### src/rtl/trunc_mult_seq.sv
// trunc_mult_seq: iterative N x N unsigned multiplier returning the upper N
// bits of the product. One multiplier bit is consumed per cycle. Each operation
// selects either the exact high half or a truncated result: partial-product
// columns below N-K are dropped and CORR is added at weight 2^(N-K), with
// saturation if the corrected sum overflows N result bits.
// Operands enter through a valid/ready handshake, and results leave through one.
// Only one operation is in flight at a time.

module trunc_mult_seq #(
    parameter int N    = 4,
    parameter int K    = 1,
    parameter int CW   = 5,
    parameter int CORR = 1
) (
    input  logic         clk,
    input  logic         reset_n,
    input  logic         in_valid,
    output logic         in_ready,
    input  logic [N-1:0] x,
    input  logic [N-1:0] y,
    input  logic         trunc,
    output logic         out_valid,
    input  logic         out_ready,
    output logic [N-1:0] z,
    output logic         sat
);

    // Accumulator is wide enough for the full product plus the correction
    // term, so no intermediate sum can overflow.
    localparam int AW   = 2 * N + CW + 1;
    localparam int HW   = AW - N;
    localparam int CNTW = (N > 2) ? $clog2(N) : 1;

    localparam logic [CNTW-1:0] LAST_CNT = CNTW'(N - 1);
    localparam logic [AW-1:0]   CORR_EXT = AW'(CORR) << (N - K);

    typedef enum logic [1:0] {
        IDLE = 2'd0,
        BUSY = 2'd1,
        FIN  = 2'd2,
        DONE = 2'd3
    } state_t;

    state_t            state_r;
    state_t            state_s;

    logic [N-1:0]      x_r;
    logic [N-1:0]      y_r;
    logic              trunc_r;
    logic [AW-1:0]     acc_r;
    logic [CNTW-1:0]   count_r;

    logic              in_ready_r;
    logic              out_valid_r;
    logic [N-1:0]      z_r;
    logic              sat_r;

    logic              accept_s;
    logic [AW-1:0]     pp_s;
    logic [AW-1:0]     fin_sum_s;
    logic [HW-1:0]     hi_s;
    logic [N-1:0]      z_s;
    logic              sat_s;

    // Partial product for multiplier bit j. In truncated mode, a multiplicand
    // bit i survives only if its column i+j is at or above N-K.
    function automatic logic [AW-1:0] pp_f(
        input logic [N-1:0]    xv,
        input logic            yb,
        input logic            tm,
        input logic [CNTW-1:0] j
    );
        logic [N-1:0] xm;
        xm = '0;
        for (int i = 0; i < N; i++) begin
            if (!tm || ((i + int'(j)) >= (N - K))) begin
                xm[i] = xv[i];
            end else begin
                xm[i] = 1'b0;
            end
        end
        if (yb) begin
            pp_f = AW'(xm) << j;
        end else begin
            pp_f = '0;
        end
    endfunction

    assign in_ready  = in_ready_r;
    assign out_valid = out_valid_r;
    assign z         = z_r;
    assign sat       = sat_r;

    // Next-state logic for the IDLE -> BUSY -> FIN -> DONE sequence.
    always_comb begin
        state_s  = state_r;
        accept_s = 1'b0;
        case (state_r)
            IDLE: begin
                if (in_valid && in_ready_r) begin
                    accept_s = 1'b1;
                    state_s  = BUSY;
                end else begin
                    state_s  = IDLE;
                end
            end
            BUSY: begin
                if (count_r == LAST_CNT) begin
                    state_s = FIN;
                end else begin
                    state_s = BUSY;
                end
            end
            FIN: begin
                state_s = DONE;
            end
            DONE: begin
                if (out_valid_r && out_ready) begin
                    state_s = IDLE;
                end else begin
                    state_s = DONE;
                end
            end
            default: begin
                state_s = IDLE;
            end
        endcase
    end

    // Datapath combinational logic: the current partial product, plus the
    // final correction and saturation applied in FIN.
    always_comb begin
        pp_s      = pp_f(x_r, y_r[count_r], trunc_r, count_r);
        fin_sum_s = '0;
        hi_s      = '0;
        z_s       = '0;
        sat_s     = 1'b0;
        if (trunc_r) begin
            fin_sum_s = acc_r + CORR_EXT;
        end else begin
            fin_sum_s = acc_r;
        end
        hi_s = HW'(fin_sum_s >> N);
        // Exact mode cannot exceed 2^(2N)-1, so only truncated mode saturates.
        if (trunc_r && (hi_s[HW-1:N] != '0)) begin
            z_s   = '1;
            sat_s = 1'b1;
        end else begin
            z_s   = hi_s[N-1:0];
            sat_s = 1'b0;
        end
    end

    // FSM state register.
    always_ff @(posedge clk or negedge reset_n) begin
        if (!reset_n) begin
            state_r <= IDLE;
        end else begin
            state_r <= state_s;
        end
    end

    // Operand latches, accumulator and bit counter.
    always_ff @(posedge clk or negedge reset_n) begin
        if (!reset_n) begin
            x_r     <= '0;
            y_r     <= '0;
            trunc_r <= 1'b0;
            acc_r   <= '0;
            count_r <= '0;
        end else if (accept_s) begin
            x_r     <= x;
            y_r     <= y;
            trunc_r <= trunc;
            acc_r   <= '0;
            count_r <= '0;
        end else if (state_r == BUSY) begin
            acc_r <= acc_r + pp_s;
            if (count_r == LAST_CNT) begin
                count_r <= '0;
            end else begin
                count_r <= count_r + CNTW'(1);
            end
        end else begin
            acc_r   <= acc_r;
            count_r <= count_r;
        end
    end

    // Registered handshake flags and result. The result is captured in FIN
    // and held through DONE until the consumer takes it.
    always_ff @(posedge clk or negedge reset_n) begin
        if (!reset_n) begin
            in_ready_r  <= 1'b1;
            out_valid_r <= 1'b0;
            z_r         <= '0;
            sat_r       <= 1'b0;
        end else begin
            in_ready_r  <= (state_s == IDLE);
            out_valid_r <= (state_s == DONE);
            if (state_r == FIN) begin
                z_r   <= z_s;
                sat_r <= sat_s;
            end else begin
                z_r   <= z_r;
                sat_r <= sat_r;
            end
        end
    end

endmodule

### config.mk
export PLATFORM = sky130hd
export DESIGN_NAME = trunc_mult_seq
export DESIGN_NICKNAME = d
export VERILOG_FILES = /design/src/rtl/trunc_mult_seq.sv
export SDC_FILE = /design/constraint.sdc
export NUM_CORES = 1
export LEC_CHECK = 0
export CAP_MARGIN = 30
export CORE_MARGIN = 5
export CORE_UTILIZATION = 60
export CTS_CLUSTER_SIZE = 24
export DETAILED_ROUTE_END_ITERATION = 7
export GPL_ROUTABILITY_DRIVEN = 0
export HOLD_SLACK_MARGIN = 0.02
export PLACE_DENSITY = 0.83
export SLEW_MARGIN = 5
export SYNTH_ARGS = -nofsm -noshare
export SYNTH_HDL_FRONTEND = slang
export SYNTH_SLANG_ARGS = --single-unit
### constraint.sdc
create_clock -name clk -period 6.8 [get_ports clk]
set_clock_uncertainty 0.2 [all_clocks]
set_input_delay 1.36 -clock clk [delete_from_list [all_inputs] [get_ports clk]]
set_output_delay 1.36 -clock clk [all_outputs]
set_load 0.05 [all_outputs]
* Yosys cells after proc, flatten, opt, wreduce, memory -nomap -nowiden *
Cells that the tools add are included.

word-level totals
  logic and storage cells = 60
  bits of input ports = 13
  register bits = 34
  output and inout bits = 7

cells by class
  add/subtract/negate cells = 6
  shift operators = 1
  $lt $le $gt $ge = 5
  reductions and logical operators = 12
  eq/ne operators = 5
  muxes and demuxes = 21

operators with widths
  kind                     number
  $mux W14                 4
  $add A14 B14 Y14         1
  $add A14 B4 Y14 const B  1
  $shl A4 B2 Y14           1
  $mux W2                  5
  $ge A3 B2 Y1 const B     3
  $mux W1                  9
  $eq A2 B2 Y1 const B     4
  $pmux W2 S4              1
  $add A2 B2 Y3 const A    2
  $reduce_bool A6 Y1       1
  $logic_not A2 Y1         2
  $logic_or A1 B1 Y1       4
  $mux W4                  1
  $add A1 B2 Y3 const A    1
  $logic_and A1 B1 Y1      3
  $lt A2 B3 Y1 const B     1
  $add A2 B1 Y2 const B    1
  $bmux W1 S2              1
  $eq A2 B1 Y1 const B     1
  $ge A2 B2 Y1 const B     1
  $reduce_bool A2 Y1       1
  $logic_not A1 Y1         1

* Longest topological paths before layout *
Gate-level depths: netlist of the first run.

  depth after elaboration = 9
  depth in mapped cells = 15
  gate-level depth less buffers = 14

* Least setup slack after synthesis of the first run *
No wires, ideal clock.

  path kind = register -> register
  start = reg count_r[0]
  end = reg acc_r[11]
  library setup time = 0.079 ns
  arrival = 2.733 ns
  period minus slack after synthesis = 3.012 ns
  buffers on the path = 1
  required time = 6.521 ns
  path slack = 3.788 ns
  cell stages (with the launch flop) = 15
  path through = dfrtp_1 -> clkbuf_1 -> inv_1 -> ha_1 -> o21ai_0 -> nor2_1 -> a31oi_1 -> nor2_1 -> ha_1 -> or2_2 -> a21oi_1 -> inv_1 -> o211a_1 -> nand3_1 -> mux2i_1

on the way
  cells in the longest elaborated chain, start to end = 9
  elaborated cells between the ends (all ways) = 22
  classes of those cells = add/sub (4); order compare (4); shift (1); mux (9); reduce/logical (4)

ends and longest elaborated chain
  element                                         line  source
  start, declared                                 51    logic [CNTW-1:0] count_r;
  start signal, assigned                          182   count_r <= count_r + CNTW'(1);
  start signal, assigned                          186   count_r <= count_r;
  $add A1 B2 Y3 or $add A2 B2 Y3 (tied branches)  76    if (!tm || ((i + int'(j)) >= (N - K))) begin
  $ge A3 B2 Y1                                    76
  $logic_or A1 B1 Y1                              76
  $mux W1                                         76
  $shl A4 B2 Y14                                  83    pp_f = AW'(xm) << j;
  $mux W14 (*)                                    82    if (yb) begin
  $add A14 B14 Y14 (*)                            178   acc_r <= acc_r + pp_s;
  $mux W14 (*)                                    177   end else if (state_r == BUSY) begin
  $mux W14 (*)                                    171   end else if (accept_s) begin
  end signal, assigned                            178
  end signal, assigned                            185   acc_r <= acc_r;
  end, declared                                   50    logic [AW-1:0] acc_r;

Every way passes the cells marked *; elsewhere a longest branch is shown, timed or not. The select of a mux whose other input is x is not followed.
A chain may end at the register's enable or synchronous reset.

* Final worst setup path of the first run *
Same ends and word-level chain as after synthesis.

==> flow_metrics.env, run 1 <==
export IMPL_run_status="completed"
export IMPL_path_clk_slew_ns=0.11
export IMPL_cts_tree="built"
export IMPL_critPathSlowestCell="dfrtp_1"
export IMPL_power_frac_seq_pct=38.6
export IMPL_seq_area_frac_synth_pct=43.0
export IMPL_ant_nets=0
export IMPL_start_util_pct=63.8
export IMPL_p_per_area_mw_per_mm2=401
export IMPL_fin_crit_sh_pct=48.4
export IMPL_die_area_mm2=0.00455
export IMPL_via_count=1621
export IMPL_crit_end="acc_r[11]"
export IMPL_core_area_mm2=0.00310
export IMPL_grt_usage_pct=20.0
export IMPL_drive_gt1_share_pct=6.10
export IMPL_antenna_found_initial=0
export IMPL_ys_types=41
export IMPL_grt_pass1_vias=1588
export IMPL_final_util_pct=73.6
export IMPL_period_minus_slack_ns=3.29
export IMPL_slew_viol_final=0
export IMPL_crit_type="register to register"
export IMPL_gr_total_overflow=0
export IMPL_cts_resized=0
export IMPL_nets=271
export IMPL_critPathLaunchType="register"
export IMPL_worst_slew_pin_slew_ns=0.960
export IMPL_cp_end_kind="register"
export IMPL_ir_worst_vdd_v=0.000206
export IMPL_p_sw_uw=399
export IMPL_dr_pass1_iters=6
export IMPL_die_w_um=67.4
export IMPL_cp_cell_sequence="inv_1 -> ha_1 -> nand2_1 -> o21ai_0 -> nor2_1 -> a31oi_1 -> nor2_1 -> ha_1 -> or2_2 -> a21oi_1 -> inv_1 -> o211a_1 -> nand3_1 -> mux2i_1"
export IMPL_crit_path_max_fanout=12
export IMPL_synth_nets=250
export IMPL_synthCells=224
export IMPL_p_clk_share_pct=16.0
export IMPL_wirelength_um=3750
export IMPL_crit_start="count_r[0]"
export IMPL_setup_tns_final_ns=0
export IMPL_synth_seq_cells=34
export IMPL_hp_class="register to register"
export IMPL_fp_dieH_um=67.4
export IMPL_grt_max_degree=35
export IMPL_rows=20
export IMPL_grt_pass1_wl_um=6740
export IMPL_p_int_uw=517
export IMPL_post_cts_setup_buffers=0
export IMPL_max_cap_viol_count=0
export IMPL_finalSetupViolCount=0
export IMPL_vias_per_cell=5.59
export IMPL_slew_headroom_pct=35.8
export IMPL_r2r_start="count_r[0]"
export IMPL_clk_path_buf_depth=2
export IMPL_clock_root_buffer="clkbuf_4"
export IMPL_hold_buffers=0
export IMPL_cts_sinks=34
export IMPL_clk_latency_ns=0.35
export IMPL_antenna_diode_count=0
export IMPL_cts_buffers=5
export IMPL_hpwl_um=2750
export IMPL_h_tree_depth=2
export IMPL_port_buffers=19
export IMPL_combinationalPowerShare_pct=45.4
export IMPL_rsz0062_at_grt="no"
export IMPL_whs_ns=0.284
export IMPL_cp_arrival_ns=3.37
export IMPL_drtIter0Drc=101
export IMPL_worst_r2r_path_depth=14
export IMPL_post_drt_wl_per_cell_um=12.9
export IMPL_hold_viol=0
export IMPL_ys_warn_count=0
export IMPL_r2r_end="acc_r[11]"
export IMPL_synthToLayoutAreaGrowth_pct=15.4
export IMPL_crit_required_ns=6.88
export IMPL_sw_frac_of_total_pct=43.6
export IMPL_synth_area_mm2=0.00198
export IMPL_avgSynthCellArea_um2=8.84
export IMPL_rrSetupSlack_ns=3.51
export IMPL_fmax_mhz=304
export IMPL_leakagePower_uw=0.00111
export IMPL_io_pin_count=20
export IMPL_drc=0
export IMPL_cpPeakStageDelay_ns=0.53
power groups by stage:
stage                     Clock [uW]  Combinational [uW]  Sequential (uW)
after floorplan                    0                 264              397
after global placement             0                 404              353
after global routing             157                 471              366
final                            146                 416              354
after detailed placement           0                 415              357
after CTS                        150                 418              353
cell usage after synthesis (all sizes together):
cell type   n  area [um^2]
a211oi      2         20.0
mux2        2         22.5
and3b       1         8.76
clkbuf      5         18.8
nand4       1         6.26
and2b       1         7.51
inv        10         37.5
ha         12          150
dfrtp      33          826
o31a        2         17.5
fa          1         20.0
and3        5         31.3
a21boi      1         7.51
o22ai       2         12.5
buf         1         7.51
o211ai      2         15.0
a22oi       1         7.51
o21ai      12         60.1
o31ai       3         22.5
nor3        5         25.0
nor2       12         45.0
a31oi       3         18.8
xnor2       1         8.76
and4        1         8.76
xor2        6         52.6
a21oi       2         10.0
nand3      15         75.1
dfstp       1         26.3
nand2      56          210
or3         1         6.26
o211a       1         10.0
nor4        1         6.26
o2bb2ai     1         8.76
o32ai       1         8.76
nand2b      4         25.0
o21a        4         30.0
mux2i       8         80.1
nor2b       2         12.5
or2         2         12.5
layout by cell type (no fill, tap or decap), types with 3 or more instances in the layout:
master,n
mux2i_1,8
nand2_1,56
dfrtp_1,33
o21ai_1,3
nor2_1,12
clkbuf_4,5
o21ai_0,9
nand3_1,15
inv_1,10
o21a_1,4
a31oi_1,3
nor3_1,5
nand2b_1,4
xor2_1,6
clkdlybuf4s50_1,19
o31ai_1,3
ha_1,12
and3_1,5
sequential cells by signal, summed over array words and instances, names as in the netlist:
register and cells:
acc_r 14, x_r 4, y_r 4, z 4, count_r 2, state_r 2
in_ready 1, out_valid 1, sat 1, trunc_r 1
critical path: cells and delay by family (launching register included):
kind / cells / cell delay (ns)
compound gates: 4 / 0.91
simple gates: 5 / 0.60
flops: 1 / 0.53
fa+ha+maj: 2 / 0.48
buf+inv: 2 / 0.32
mux: 1 / 0.17
worst min-delay path by stage:
stage	depth (start not counted)	end	from	slack (ns)
finish	2	x_r[3]	x_r[3]	0.28
global route	2	x_r[3]	x_r[3]	0.31
CTS	2	x_r[3]	x_r[3]	0.29
detailed placement	2	x_r[3]	x_r[3]	0.26
global placement	2	z[1]	z[1]	0.26
floorplan	2	x_r[1]	x_r[1]	0.24
per-stage QoR:
step	area, um^2	instances	setup slack [ns]	total power [uW]
after floorplan	1980	224	3.79	661
after global placement	2210	282	3.58	757
after detailed placement	2210	282	3.48	772
after CTS	2280	290	3.53	921
after global routing	2280	290	3.21	994
final	2280	290	3.51	916
final cells by class:
type,instances,area (um^2)
multi-input cells,174,1060
flip-flops and latches,34,852
fillers,256,820
repair buffers,20,198
well taps,44,55.1
clock inverters,3,40.0
clock buffers,5,37.5
inverters,10,37.5
routing by layer:
layer	wire length, um	global-route usage [%]	up-vias
li1	-	-	818
met5	0	0	-
met4	80	10.1	0
met2	1780	33.3	30
met3	160	4.99	8
met1	1730	24.1	765
cell families (layout without fill, tap and decap cells):
family | after synthesis | count (layout) | share of synthesized area [%]
XOR/XNOR | 7 | 7 | 3.10
adder cells (fa/ha/maj) | 13 | 13 | 8.60
flip-flops | 34 | 34 | 43.0
buffers and inverters | 16 | 38 | 3.22
AND/OR/NAND/NOR | 107 | 107 | 24.3
AO/OA/AOI/OAI | 37 | 37 | 12.6
multiplexers | 10 | 10 | 5.18
Power figures use the tool's default switching activity.
==> run 2, diff against run 1 <==
- CORE_UTILIZATION: 60 -> 56
- PLACE_DENSITY: 0.83 -> 0.79
- clock period: 6.8 -> 3.2 ns (I/O delays scaled with it)
==> run 2 against run 1 <==
  * Via count decreased by 1.2%
  * Sequential power rose by 110%
  * Cell count up 2.4%
  * Cell area increased by 3.7%
  * Maximum frequency up 11%
  * Worst setup slack lost 3.3 ns
  * Critical path type unchanged
  * Global-route usage down 2.5 points
  * Die area up 6.1%
==> flow_metrics.env, run 2 (synthesis gave the netlist of run 1 again) <==
export IMPL_finalSetupViolCount=0
export IMPL_fmax_mhz=338
export IMPL_cp_arrival_ns=3.03
export IMPL_largest_register="acc_r"
export IMPL_h_tree_depth=2
export IMPL_hold_viol=0
export IMPL_crit_path_max_fanout=5
export IMPL_run_status="completed"
export IMPL_multiInputGateArea_mm2=0.00108
export IMPL_layout_common_cells="nand2_1, dfrtp_1, clkdlybuf4s50_1, nand3_1, nor2_1"
export IMPL_via_count=1602
export IMPL_ant_nets=0
export IMPL_path_clk_slew_ns=0.12
export IMPL_cp_end_kind="register"
export IMPL_io_pin_count=20
export IMPL_grt_pass1_wl_um=6800
export IMPL_p_per_area_mw_per_mm2=885
export IMPL_nets=276
export IMPL_drive_gt1_share_pct=10.8
export IMPL_dr_pass1_iters=4
export IMPL_fin_crit_sh_pct=92.4
export IMPL_wirelength_um=3870
export IMPL_die_area_mm2=0.00482
export IMPL_fp_dieH_um=69.5
export IMPL_hold_buffers=0
export IMPL_start_util_pct=58.4
export IMPL_core_area_mm2=0.00339
export IMPL_slew_headroom_pct=59.6
export IMPL_crit_type="register to register"
export IMPL_design_area_mm2=0.00237
export IMPL_synthToLayoutAreaGrowth_pct=19.6
export IMPL_clk_latency_ns=0.35
export IMPL_hpwl_um=2810
export IMPL_critPathLaunchType="register"
export IMPL_drtIter0Drc=106
export IMPL_die_w_um=69.5
export IMPL_antenna_found_initial=0
export IMPL_gr_total_overflow=0
export IMPL_layout_commonest_cell="nand2_1"
export IMPL_clock_root_buffer="clkbuf_4"
export IMPL_setup_tns_final_ns=0
export IMPL_ir_worst_vdd_v=0.000501
export IMPL_max_cap_viol_count=0
export IMPL_drc=0
export IMPL_grt_max_degree=35
export IMPL_rsz0062_at_grt="no"
export IMPL_period_minus_slack_ns=2.96
export IMPL_crit_required_ns=3.27
export IMPL_post_drt_wl_per_cell_um=13.0
export IMPL_rows=21
export IMPL_antenna_diode_count=0
export IMPL_clk_path_buf_depth=2
export IMPL_fill_cells=260
export IMPL_leakagePower_uw=0.00114
export IMPL_cts_tree="built"
export IMPL_cts_sinks=34
export IMPL_postPlaceCellArea_mm2=0.00224
export IMPL_worst_slew_pin_slew_ns=0.601
export IMPL_port_buffers=19
export IMPL_grt_usage_pct=17.6
export IMPL_cts_buffers=5
export IMPL_hp_class="register to register"
export IMPL_largest_reg_flops=14
export IMPL_register_area_um2=853
export IMPL_slew_viol_final=0
export IMPL_vias_per_cell=5.39
export IMPL_grt_pass1_vias=1491
[run 2: cell types whose count changed in the layout (fill, tap and decap cells not counted), sizes merged]
cell	before	now
buf	1	6
bufinv	1	2
clkinv	2	1
[run 2: area by class of cell]
| class | instances | area share, % |
|---|---|---|
| sequential | 34 | 36.0 |
| tap | 46 | 2.43 |
| inverter | 10 | 1.59 |
| multi-input combinational | 174 | 45.5 |
| timing repair buffer | 25 | 9.94 |
| clock inverter | 3 | 2.91 |
| clock buffer | 5 | 1.59 |
[run 2: per-layer routing]
layer	track usage (%)	vias up	share of wire, %
met5	0	-	0
met4	5.86	0	1.5
met3	5.07	8	5.2
met2	27.9	33	46
met1	22.9	732	48
li1	-	829	-
[run 2: critical path, stage by stage, from the launching register on]
cell      delay, ns
dfrtp_2        0.46
ha_2           0.22
nand2b_1       0.19
o21ai_2        0.15
o21ai_0        0.12
nand3_1        0.15
inv_1          0.06
ha_1           0.26
a21oi_1        0.15
nor2b_1        0.07
o31a_1         0.27
o211a_1        0.28
nand3_1        0.11
mux2i_1        0.18
[run 2: stage by stage]
| stage | hold WS (ns) | util [%] | worst slack (ns) | total power, uW | std cells |
|---|---|---|---|---|---|
| final | 0.292 | 69.8 | 0.242 | 2090 | 297 |
| after global routing | 0.329 | 69.8 | 0.00729 | 2250 | 297 |
| after CTS | 0.295 | 69.2 | 0.0724 | 2070 | 296 |
| after detailed placement | 0.266 | 66.0 | 0.148 | 1670 | 288 |
| after global placement | 0.261 | 66.0 | 0.218 | 1640 | 288 |
| after floorplan | 0.144 | - | 0.188 | 1410 | 224 |
[run 2: worst paths after layout]
path / start / end / slack (ns) / cells after the start
worst min-delay path: z[0] / z[0] / 0.29 / 2
worst min register to register: z[0] / z[0] / 0.29 / 2
worst max-delay path: count_r[0] / acc_r[11] / 0.24 / 13
max in group asynchronous: reset_n / in_ready / 1.99 / 2
min in group asynchronous: reset_n / trunc_r / 0.48 / 2
worst max register to register: count_r[0] / acc_r[11] / 0.24 / 13
[run 2: what timing repair did]
item	in CTS	in global routing
gates resized for setup	0	10
endpoints found under the setup margin	0	8
setup buffers	0	1
hold endpoints to repair	0	0
[run 2: power breakdown]
group          switching [uW]  internal, uW  total (uW)
combinational             581           375         956
sequential                139           597         735
clock                     159           244         403
==> run 3, diff against run 2 <==
- CORE_UTILIZATION: 56 -> 59
- CTS_BUF_LIST: default -> sky130_fd_sc_hd__clkbuf_8
- CTS_CLUSTER_DIAMETER: default -> 150
- PLACE_DENSITY: 0.79 -> 0.82
==> run 3 against run 2 <==
  * Utilization rose by 2.7 points
  * Power grew 0.11%
  * Sequential share of layout area down 0.23 points
  * Wire length is 7.8% higher
  * Worst hold slack lost 0.015 ns
  * Cell area up 0.63%
  * Critical path depth did not move
  * Non-clock buffer count up 1
  * Die area down 4.4%
  * Worst setup slack got worse by 0.047 ns
  * Critical endpoint unchanged
==> flow_metrics.env, run 3 (synthesis gave the netlist of run 1 again) <==
export IMPL_run_status="completed"
export IMPL_antenna_found_initial=0
export IMPL_fp_dieH_um=67.9
export IMPL_period_minus_slack_ns=3.01
export IMPL_grt_pass1_wl_um=7190
export IMPL_dr_pass1_iters=4
export IMPL_hold_buffers=0
export IMPL_ir_worst_vdd_v=0.000461
export IMPL_clk_latency_ns=0.29
export IMPL_gr_total_overflow=0
export IMPL_drive_gt1_share_pct=11.1
export IMPL_setup_tns_final_ns=0
export IMPL_max_cap_viol_count=0
export IMPL_place_inst=288
export IMPL_antenna_diode_count=0
export IMPL_wirelength_um=4170
export IMPL_grt_pass1_vias=1534
export IMPL_critPathLaunchType="register"
export IMPL_hpwl_um=3070
export IMPL_largest_reg_flops=14
export IMPL_port_buffers=19
export IMPL_ant_nets=0
export IMPL_die_w_um=67.9
export IMPL_io_pin_count=20
export IMPL_largest_register="acc_r"
export IMPL_clk_path_buf_depth=2
export IMPL_h_tree_depth=2
export IMPL_hp_class="register to register"
export IMPL_cts_tree="built"
export IMPL_cts_sinks=34
export IMPL_slew_headroom_pct=64.2
export IMPL_leakagePower_uw=0.00115
export IMPL_worst_slew_pin_slew_ns=0.532
export IMPL_nets=277
export IMPL_final_cells=298
export IMPL_cts_buffers=5
export IMPL_core_area_mm2=0.00328
export IMPL_rows=21
export IMPL_crit_required_ns=3.21
export IMPL_grt_usage_pct=21.1
export IMPL_layout_common_cells="nand2_1, dfrtp_1, clkdlybuf4s50_1, nand3_1"
export IMPL_clock_root_buffer="clkbuf_8"
export IMPL_drtIter0Drc=78
export IMPL_finalSetupViolCount=0
export IMPL_fmax_mhz=333
export IMPL_via_count=1662
export IMPL_grt_max_degree=35
export IMPL_drc=0
export IMPL_slew_viol_final=0
export IMPL_path_clk_slew_ns=0.08
export IMPL_vias_per_cell=5.58
export IMPL_crit_type="register to register"
export IMPL_fin_crit_sh_pct=93.9
export IMPL_post_drt_wl_per_cell_um=14.0
export IMPL_start_util_pct=60.3
export IMPL_p_per_area_mw_per_mm2=880
export IMPL_layout_commonest_cell="nand2_1"
export IMPL_synthToLayoutAreaGrowth_pct=20.4
export IMPL_cp_arrival_ns=3.01
export IMPL_crit_path_max_fanout=5
export IMPL_hold_viol=0
export IMPL_die_area_mm2=0.00461
export IMPL_whs_ns=0.277
export IMPL_cp_end_kind="register"
## run 3: cell types whose count changed in the layout (fill, tap and decap cells not counted), sizes merged
cell / before / now
buf: 6 / 7
clkinv: 1 / 2
bufinv: 2 / 1
## run 3: repair_timing
| item | in CTS | in global routing |
|---|---|---|
| setup buffers | 0 | 2 |
| endpoints found under the setup margin | 0 | 9 |
| resized for setup | 0 | 9 |
## run 3: routing by layer
metal	routed length, um	share of wire (%)	vias up	GRT usage (%)
li1	-	-	831	-
met1	1820	44	764	26.8
met2	1980	48	62	34.5
met3	311	7.5	5	5.75
met4	53	1.3	0	7.20
met5	0	0	-	0
## run 3: path summary, 6_finish.rpt
kind                            startpoint  cells after the start    endpoint  slack, ns
worst max-delay path            count_r[0]                     13   acc_r[11]       0.19
worst min-delay path                x_r[3]                      2      x_r[3]       0.28
worst max register to register  count_r[0]                     13   acc_r[11]       0.19
worst min register to register      x_r[3]                      2      x_r[3]       0.28
max in group asynchronous          reset_n                      2    in_ready       1.91
min in group asynchronous          reset_n                      2  state_r[0]       0.56
## run 3: power by group
group	leakage [uW]	total [uW]	internal (uW)	switching [uW]
Combinational	0.000657	973	376	597
Sequential	0.000434	736	598	138
Clock	0.0000579	388	229	159
Total	0.00115	2100	1200	893
## run 3: metrics by stage
step           utilization (%)  setup WS, ns  instance area, um^2  power (uW)
2_1_floorplan                -         0.188                 1980        1410
3_3_place_gp              68.2         0.213                 2240        1640
3_5_place_dp              68.2         0.105                 2240        1680
4_1_cts                   71.5        0.0773                 2350        2080
5_1_grt                   72.5     -0.000986                 2380        2260
6_report                  72.5         0.194                 2380        2100
## run 3: layout make-up
class | count | area (um^2)
Multi-Input combinational cell | 174 | 1080
Fill cell | 254 | 902
Sequential cell | 34 | 853
Timing Repair Buffer | 26 | 243
Clock buffer | 5 | 68.8
Tap cell | 46 | 57.6
Clock inverter | 3 | 40.0
Inverter | 10 | 37.5
## run 3: worst max-delay path, stage by stage, from the launching register on
cell and delay, ns:
dfrtp_2 0.44, ha_1 0.24, nand2b_1 0.19, o21ai_1 0.17, o21ai_0 0.12, nand3_1 0.14, inv_1 0.06, ha_1 0.28
a21oi_1 0.16, nor2b_1 0.07, o31a_1 0.27, o211a_1 0.29, nand3_1 0.11, mux2i_1 0.18
